--- config.mk ---
export PLATFORM = sky130hd
export DESIGN_NAME = paddle_ctrl
export DESIGN_NICKNAME = d
export VERILOG_FILES = /design/src/rtl/paddle_ctrl.sv
export SDC_FILE = /design/constraint.sdc
export NUM_CORES = 1
export LEC_CHECK = 0
export CAP_MARGIN = 20
export CELL_PAD_IN_SITES_DETAIL_PLACEMENT = 1
export CELL_PAD_IN_SITES_GLOBAL_PLACEMENT = 1
export CORE_AREA = 2 2 145 147
export CTS_BUF_LIST = sky130_fd_sc_hd__clkbuf_4
export DETAILED_ROUTE_END_ITERATION = 6
export DIE_AREA = 0 0 147 149
export PLACE_DENSITY = 0.67
export RECOVER_POWER = 25
export SYNTH_ARGS = -nofsm -noshare
export SYNTH_HDL_FRONTEND = slang
export SYNTH_SLANG_ARGS = --single-unit
--- constraint.sdc ---
create_clock -name clk -period 8.2 [get_ports clk]
set_input_delay 1.23 -clock clk [delete_from_list [all_inputs] [get_ports clk]]
set_output_delay 1.23 -clock clk [all_outputs]
set_load 0.03 [all_outputs]
--- src/rtl/paddle_ctrl.sv ---
// paddle_ctrl: multi-channel Pong paddle position controller.
// Each paddle accelerates under button or ball-tracking control and clamps at the field edges.
module paddle_ctrl #(
  parameter int NUM_PADDLES     = 2,
  parameter int YW              = 10,
  parameter int TOP_BOUNDARY    = 0,
  parameter int BOTTOM_BOUNDARY = 480,
  parameter int PAD_H           = 64,
  parameter int DY_MIN          = 2,
  parameter int DY_MAX          = 8,
  parameter int ACCEL           = 1,
  parameter int DEADBAND        = 4
) (
  input  logic                      clk,
  input  logic                      reset,
  input  logic                      frame_tick,
  input  logic [NUM_PADDLES-1:0]    btn_up,
  input  logic [NUM_PADDLES-1:0]    btn_dn,
  input  logic [NUM_PADDLES-1:0]    auto_mode,
  input  logic [YW-1:0]             ball_y,
  output logic [NUM_PADDLES*YW-1:0] pad_y,
  output logic [NUM_PADDLES-1:0]    at_top,
  output logic [NUM_PADDLES-1:0]    at_bottom,
  output logic [NUM_PADDLES-1:0]    moving
);

  localparam int W1 = YW + 1;
  localparam int XW = YW + 2;

  localparam logic [YW-1:0] TOP_Y   = YW'(TOP_BOUNDARY);
  localparam logic [YW-1:0] BOT_Y   = YW'(BOTTOM_BOUNDARY - PAD_H);
  localparam logic [YW-1:0] CTR_Y   =
    YW'((TOP_BOUNDARY + BOTTOM_BOUNDARY - PAD_H) / 2);
  localparam logic [YW-1:0] SPD_MIN = YW'(DY_MIN);
  localparam logic [YW-1:0] SPD_MAX = YW'(DY_MAX);
  localparam logic [YW-1:0] SPD_INC = YW'(ACCEL);

  typedef enum logic [1:0] {
    IDLE,
    MOVE_UP,
    MOVE_DOWN
  } state_e;

  logic [NUM_PADDLES-1:0] up_s1_q, up_s2_q;
  logic [NUM_PADDLES-1:0] dn_s1_q, dn_s2_q;

  always_ff @(posedge clk) begin
    if (reset) begin
      up_s1_q <= '0;
      up_s2_q <= '0;
      dn_s1_q <= '0;
      dn_s2_q <= '0;
    end else begin
      up_s1_q <= btn_up;
      up_s2_q <= up_s1_q;
      dn_s1_q <= btn_dn;
      dn_s2_q <= dn_s1_q;
    end
  end

  for (genvar g = 0; g < NUM_PADDLES; g++) begin : g_ch
    state_e        st_q, st_d;
    logic [YW-1:0] pos_q, pos_d;
    logic [YW-1:0] spd_q, spd_d;
    logic [YW-1:0] step, spd_inc;
    logic          top_q, top_d;
    logic          bot_q, bot_d;
    logic          mov_q, mov_d;
    logic          man_up, man_dn;
    logic          auto_up, auto_dn;
    logic          req_up, req_dn;
    logic [W1-1:0] up_sum, dn_sum;
    logic [XW-1:0] ctr, ball_x;

    assign man_up  = up_s2_q[g] & ~dn_s2_q[g];
    assign man_dn  = dn_s2_q[g] & ~up_s2_q[g];

    // Deadband is applied on the ball side so nothing can underflow.
    assign ctr     = XW'(pos_q) + XW'(PAD_H / 2);
    assign ball_x  = XW'(ball_y);
    assign auto_up = (ball_x + XW'(DEADBAND)) < ctr;
    assign auto_dn = ball_x > (ctr + XW'(DEADBAND));

    assign req_up  = auto_mode[g] ? auto_up : man_up;
    assign req_dn  = auto_mode[g] ? auto_dn : man_dn;
    assign spd_inc = spd_q + SPD_INC;

    always_comb begin
      st_d   = st_q;
      pos_d  = pos_q;
      spd_d  = spd_q;
      top_d  = top_q;
      bot_d  = bot_q;
      mov_d  = mov_q;
      step   = SPD_MIN;
      up_sum = '0;
      dn_sum = '0;
      if (frame_tick) begin
        if ((!req_up && !req_dn) ||
            (req_up && top_q) ||
            (req_dn && bot_q)) begin
          st_d  = IDLE;
          spd_d = SPD_MIN;
          mov_d = 1'b0;
        end else begin
          if ((req_up && st_q == MOVE_UP) ||
              (req_dn && st_q == MOVE_DOWN)) begin
            step = (spd_inc > SPD_MAX) ? SPD_MAX : spd_inc;
          end
          spd_d  = step;
          up_sum = W1'(pos_q) - W1'(step);
          dn_sum = W1'(pos_q) + W1'(step);
          if (req_up) begin
            st_d  = MOVE_UP;
            pos_d = (up_sum[W1-1] || up_sum < W1'(TOP_Y)) ?
                    TOP_Y : up_sum[YW-1:0];
          end else begin
            st_d  = MOVE_DOWN;
            pos_d = (dn_sum > W1'(BOT_Y)) ? BOT_Y : dn_sum[YW-1:0];
          end
          mov_d = (pos_d != pos_q);
        end
        top_d = (pos_d == TOP_Y);
        bot_d = (pos_d == BOT_Y);
      end
    end

    always_ff @(posedge clk) begin
      if (reset) begin
        st_q  <= IDLE;
        pos_q <= CTR_Y;
        spd_q <= SPD_MIN;
        top_q <= (CTR_Y == TOP_Y);
        bot_q <= (CTR_Y == BOT_Y);
        mov_q <= 1'b0;
      end else begin
        st_q  <= st_d;
        pos_q <= pos_d;
        spd_q <= spd_d;
        top_q <= top_d;
        bot_q <= bot_d;
        mov_q <= mov_d;
      end
    end

    assign pad_y[g*YW +: YW] = pos_q;
    assign at_top[g]         = top_q;
    assign at_bottom[g]      = bot_q;
    assign moving[g]         = mov_q;
  end

endmodule

==> flow_summary.yaml, run 1 <==
power_and_ir_drop:
  powerDensity_mw_per_mm2: 141
  power_frac_seq: 0.289
  clkPwrFrac: 0.159
  p_sw_mw: 0.515
  power_frac_comb: 0.552
  p_int_mw: 0.609
  leakage_nw: 3.21
  ir_drop_mv: 0.0477
  sw_frac_of_total: 0.458
  power.total_mw: 1.12
synthesis:
  ys.flop_type: "dfxtp_1"
  avgSynthCellArea_sq_um: 7.70
  synthTopCellsByArea: "dfxtp_1, ha_1, a21oi_1, xnor2_1, nor2_1"
  synth-seq-cells: 58
  syn_inst: 916
  yosysTopAreaCell: "dfxtp_1"
  synth_edf_count: 0
  synth_cell_types: 85
  synth_top_area_share: 0.165
  synth_area_sq_mm: 0.00705
  seq_area_frac_synth: 0.165
  ys_warn_count: 0
  synth-async-reset-ratio: 0
worst_setup_path:
  setup.worst_path.start: "ball_y[2]"
  crit_family: "compound AO/OA/AOI/OAI gates"
  critPathBufInv: 3
  cp_slowest_stage_delay_ns: 0.50
  crit_arrival_ns: 7.81
  start_kind: "input port"
  timing.rr.start: "g_ch[1].pos_q[6]$_SDFFE_PP1P_"
  required_ns: 8.41
  critPathSlowestCell: "clkdlybuf4s50_1"
  crit_type: "input port to register"
  path_max_fanout: 9
  worst_setup_path_end_kind: "register"
  crit_top_cell: "ha_1"
routing:
  wirelength_mm: 23.3
  vias: 7120
  route.detailed.drc: 0
  drt_iter0_markers: 410
  drt_first_pass_iters: 5
  wire_per_inst_um: 18.7
  routed_via_density: 5.71
  postRouteAntennaNets: 0
floorplanning:
  initial_core_util: 0.343
  io_pins: 45
  dieHeight_um: 149
  fp.coreArea_sq_mm: 0.0206
  die_w_um: 147
  dieArea_sq_mm: 0.0219
  rows: 53
sta:
  fin_setup_tns_ns: 0
  hold_violations: 0
  min_period_over_period: 0.927
  rsz0062_at_grt: "false"
  fmax_mhz: 132
  slew_headroom: -0.449
  tightest_slew_ns: 2.17
  skew_ns: 0.0215
  setup_viol: 0
  slew_viol_final: 47
  fin_crit_ns: 7.60
layout:
  drive_gt1_frac: 0.0763
  area_growth_pct: 12.8
  final_cell_mix: "ha_1, nor2_1, a21oi_1"
  nNetsFinal: 1076
  regArea_sq_mm: 0.00116
  multi_input_area_sq_mm: 0.00556
  nFillCells: 2563
  layout_commonest_cell: "ha_1"
global_routing:
  grt_usage: 0.212
  grt_pass1_vias: 6976
  antenna_found_initial: 1
  grt-ovfl-total: 0
  grt_max_degree: 47
  grt_pass1_wl_mm: 37.6
clock_network:
  htreeDepth: 3
  clockBufferDepth: 2
  clk_latency_ns: 0.40
  cts.clk_slew.worst_paths_ns: 0.10
  cts_tree: "done"
  clkSinkCount: 58
  numCtsBuffers: 9
  ctsHoldBuffers: 0
  post_cts_buffers: 0
  root_buffer: "clkbuf_4"
  cts_resized: 0
placed_design:
  portBuffers: 44
  gp_congestion: 0.925
  detailed_place_hpwl_mm: 18.5
outcome:
  status: "finished, violations left"
  violations: "capacitance limit, slew limit"
min_path:
  hold_class: "register to register"
  min_from: "up_s1_q[1]$_SDFF_PP0_"
job:
  drv_cap: 1
[synthesized netlist by cell type, types with 10 or more instances]
cell type and n:
ha_1 87, nor2_1 68, a21oi_1 60, dfxtp_1 58
inv_1 54, nand2_1 52, nand3_1 35, nor3_1 35
xnor2_1 33, o21ai_0 32, clkbuf_1 30, nor2b_1 27
nand2b_1 23, nor4_1 17, a21o_1 16, a31oi_1 16
and2_1 16, and3_1 16, a211oi_1 14, xor2_1 14
nand4_1 13, o211ai_1 10, or3_1 10
[per-stage QoR]
step	util	std cells	hold WS, ns	setup slack [ns]	instance area, sq um
after floorplan	-	938	0.414	0.950	7140
after global placement	0.381	1229	0.468	0.408	7840
after detailed placement	0.381	1229	0.473	0.266	7840
after CTS	0.386	1244	0.491	0.679	7940
after global routing	0.387	1246	0.506	0.136	7950
final	0.387	1246	0.489	0.597	7950
[layout make-up]
type | instances | area share
antenna | 1 | 0.000315
clock buffer | 12 | 0.0113
clock inverter | 3 | 0.00220
inverter | 54 | 0.0255
multi-input combinational | 780 | 0.699
sequential | 58 | 0.146
tap | 275 | 0.0433
timing repair buffer | 63 | 0.0727
[per-layer routing]
layer	share of wire	wire length [um]	vias up	GRT usage
li1	-	-	3482	-
met1	0.49	11500	3475	0.295
met2	0.46	10700	131	0.352
met3	0.030	711	32	0.0214
met4	0.020	469	0	0.0582
met5	0	0	-	0
[power groups by stage]
stage	Clock, mW	Combinational [mW]	Sequential, mW
after global placement	0	0.600	0.332
after CTS	0.186	0.612	0.325
final	0.179	0.620	0.325
after detailed placement	0	0.609	0.332
after floorplan	0	0.430	0.336
after global routing	0.199	0.685	0.329
[flip-flops by register name, summed over array words and instances (netlist names)]
register,cells
g_ch.pos_q,20
g_ch.spd_q,20
g_ch.st_q,4
dn_s1_q,2
dn_s2_q,2
g_ch.bot_q,2
g_ch.mov_q,2
g_ch.top_q,2
up_s1_q,2
up_s2_q,2
[kinds of logic (layout without fill, tap and decap cells)]
kind of cell | after synthesis | count (layout) | synth area share
AO/OA/AOI/OAI | 257 | 257 | 0.265
multiplexers | 12 | 12 | 0.0193
flip-flops | 58 | 58 | 0.165
buffers and inverters | 100 | 132 | 0.0591
other | 2 | 25 | 0.00106
AND/OR/NAND/NOR | 347 | 347 | 0.262
XOR/XNOR | 48 | 48 | 0.0616
adder cells (fa/ha/maj) | 92 | 92 | 0.167
[worst paths after layout]
kind | to | slack, ns | cells past startpoint
min reg2reg | up_s2_q[1]$_SDFF_PP0_ | 0.49 | 1
min | up_s2_q[1]$_SDFF_PP0_ | 0.49 | 1
max | g_ch[1].mov_q$_SDFFE_PP0P_ | 0.60 | 27
max reg2reg | g_ch[1].mov_q$_SDFFE_PP0P_ | 1.10 | 28
[worst register-to-register path: cells and delay by family (launching register included)]
kind	cells	cell delay [ns]
XOR/XNOR	1	0.18
flip-flops	1	0.66
adder cells (fa/ha/maj)	4	1.21
AO/OA/AOI/OAI	12	2.67
buffers and inverters	2	0.25
AND/OR/NAND/NOR	9	1.98
(Power assumes the default switching activity.)
==> run 2: changes to the inputs <==
- ABC_CLOCK_PERIOD_IN_PS: unset -> 8200
==> results of run 2 <==
Final layout, timing and power as in run 1 (identical DEF).
==> run 3: changes to the inputs <==
- CTS_CLUSTER_SIZE: unset -> 8
==> results of run 3 <==
Final layout, timing and power as in run 1 (identical DEF).
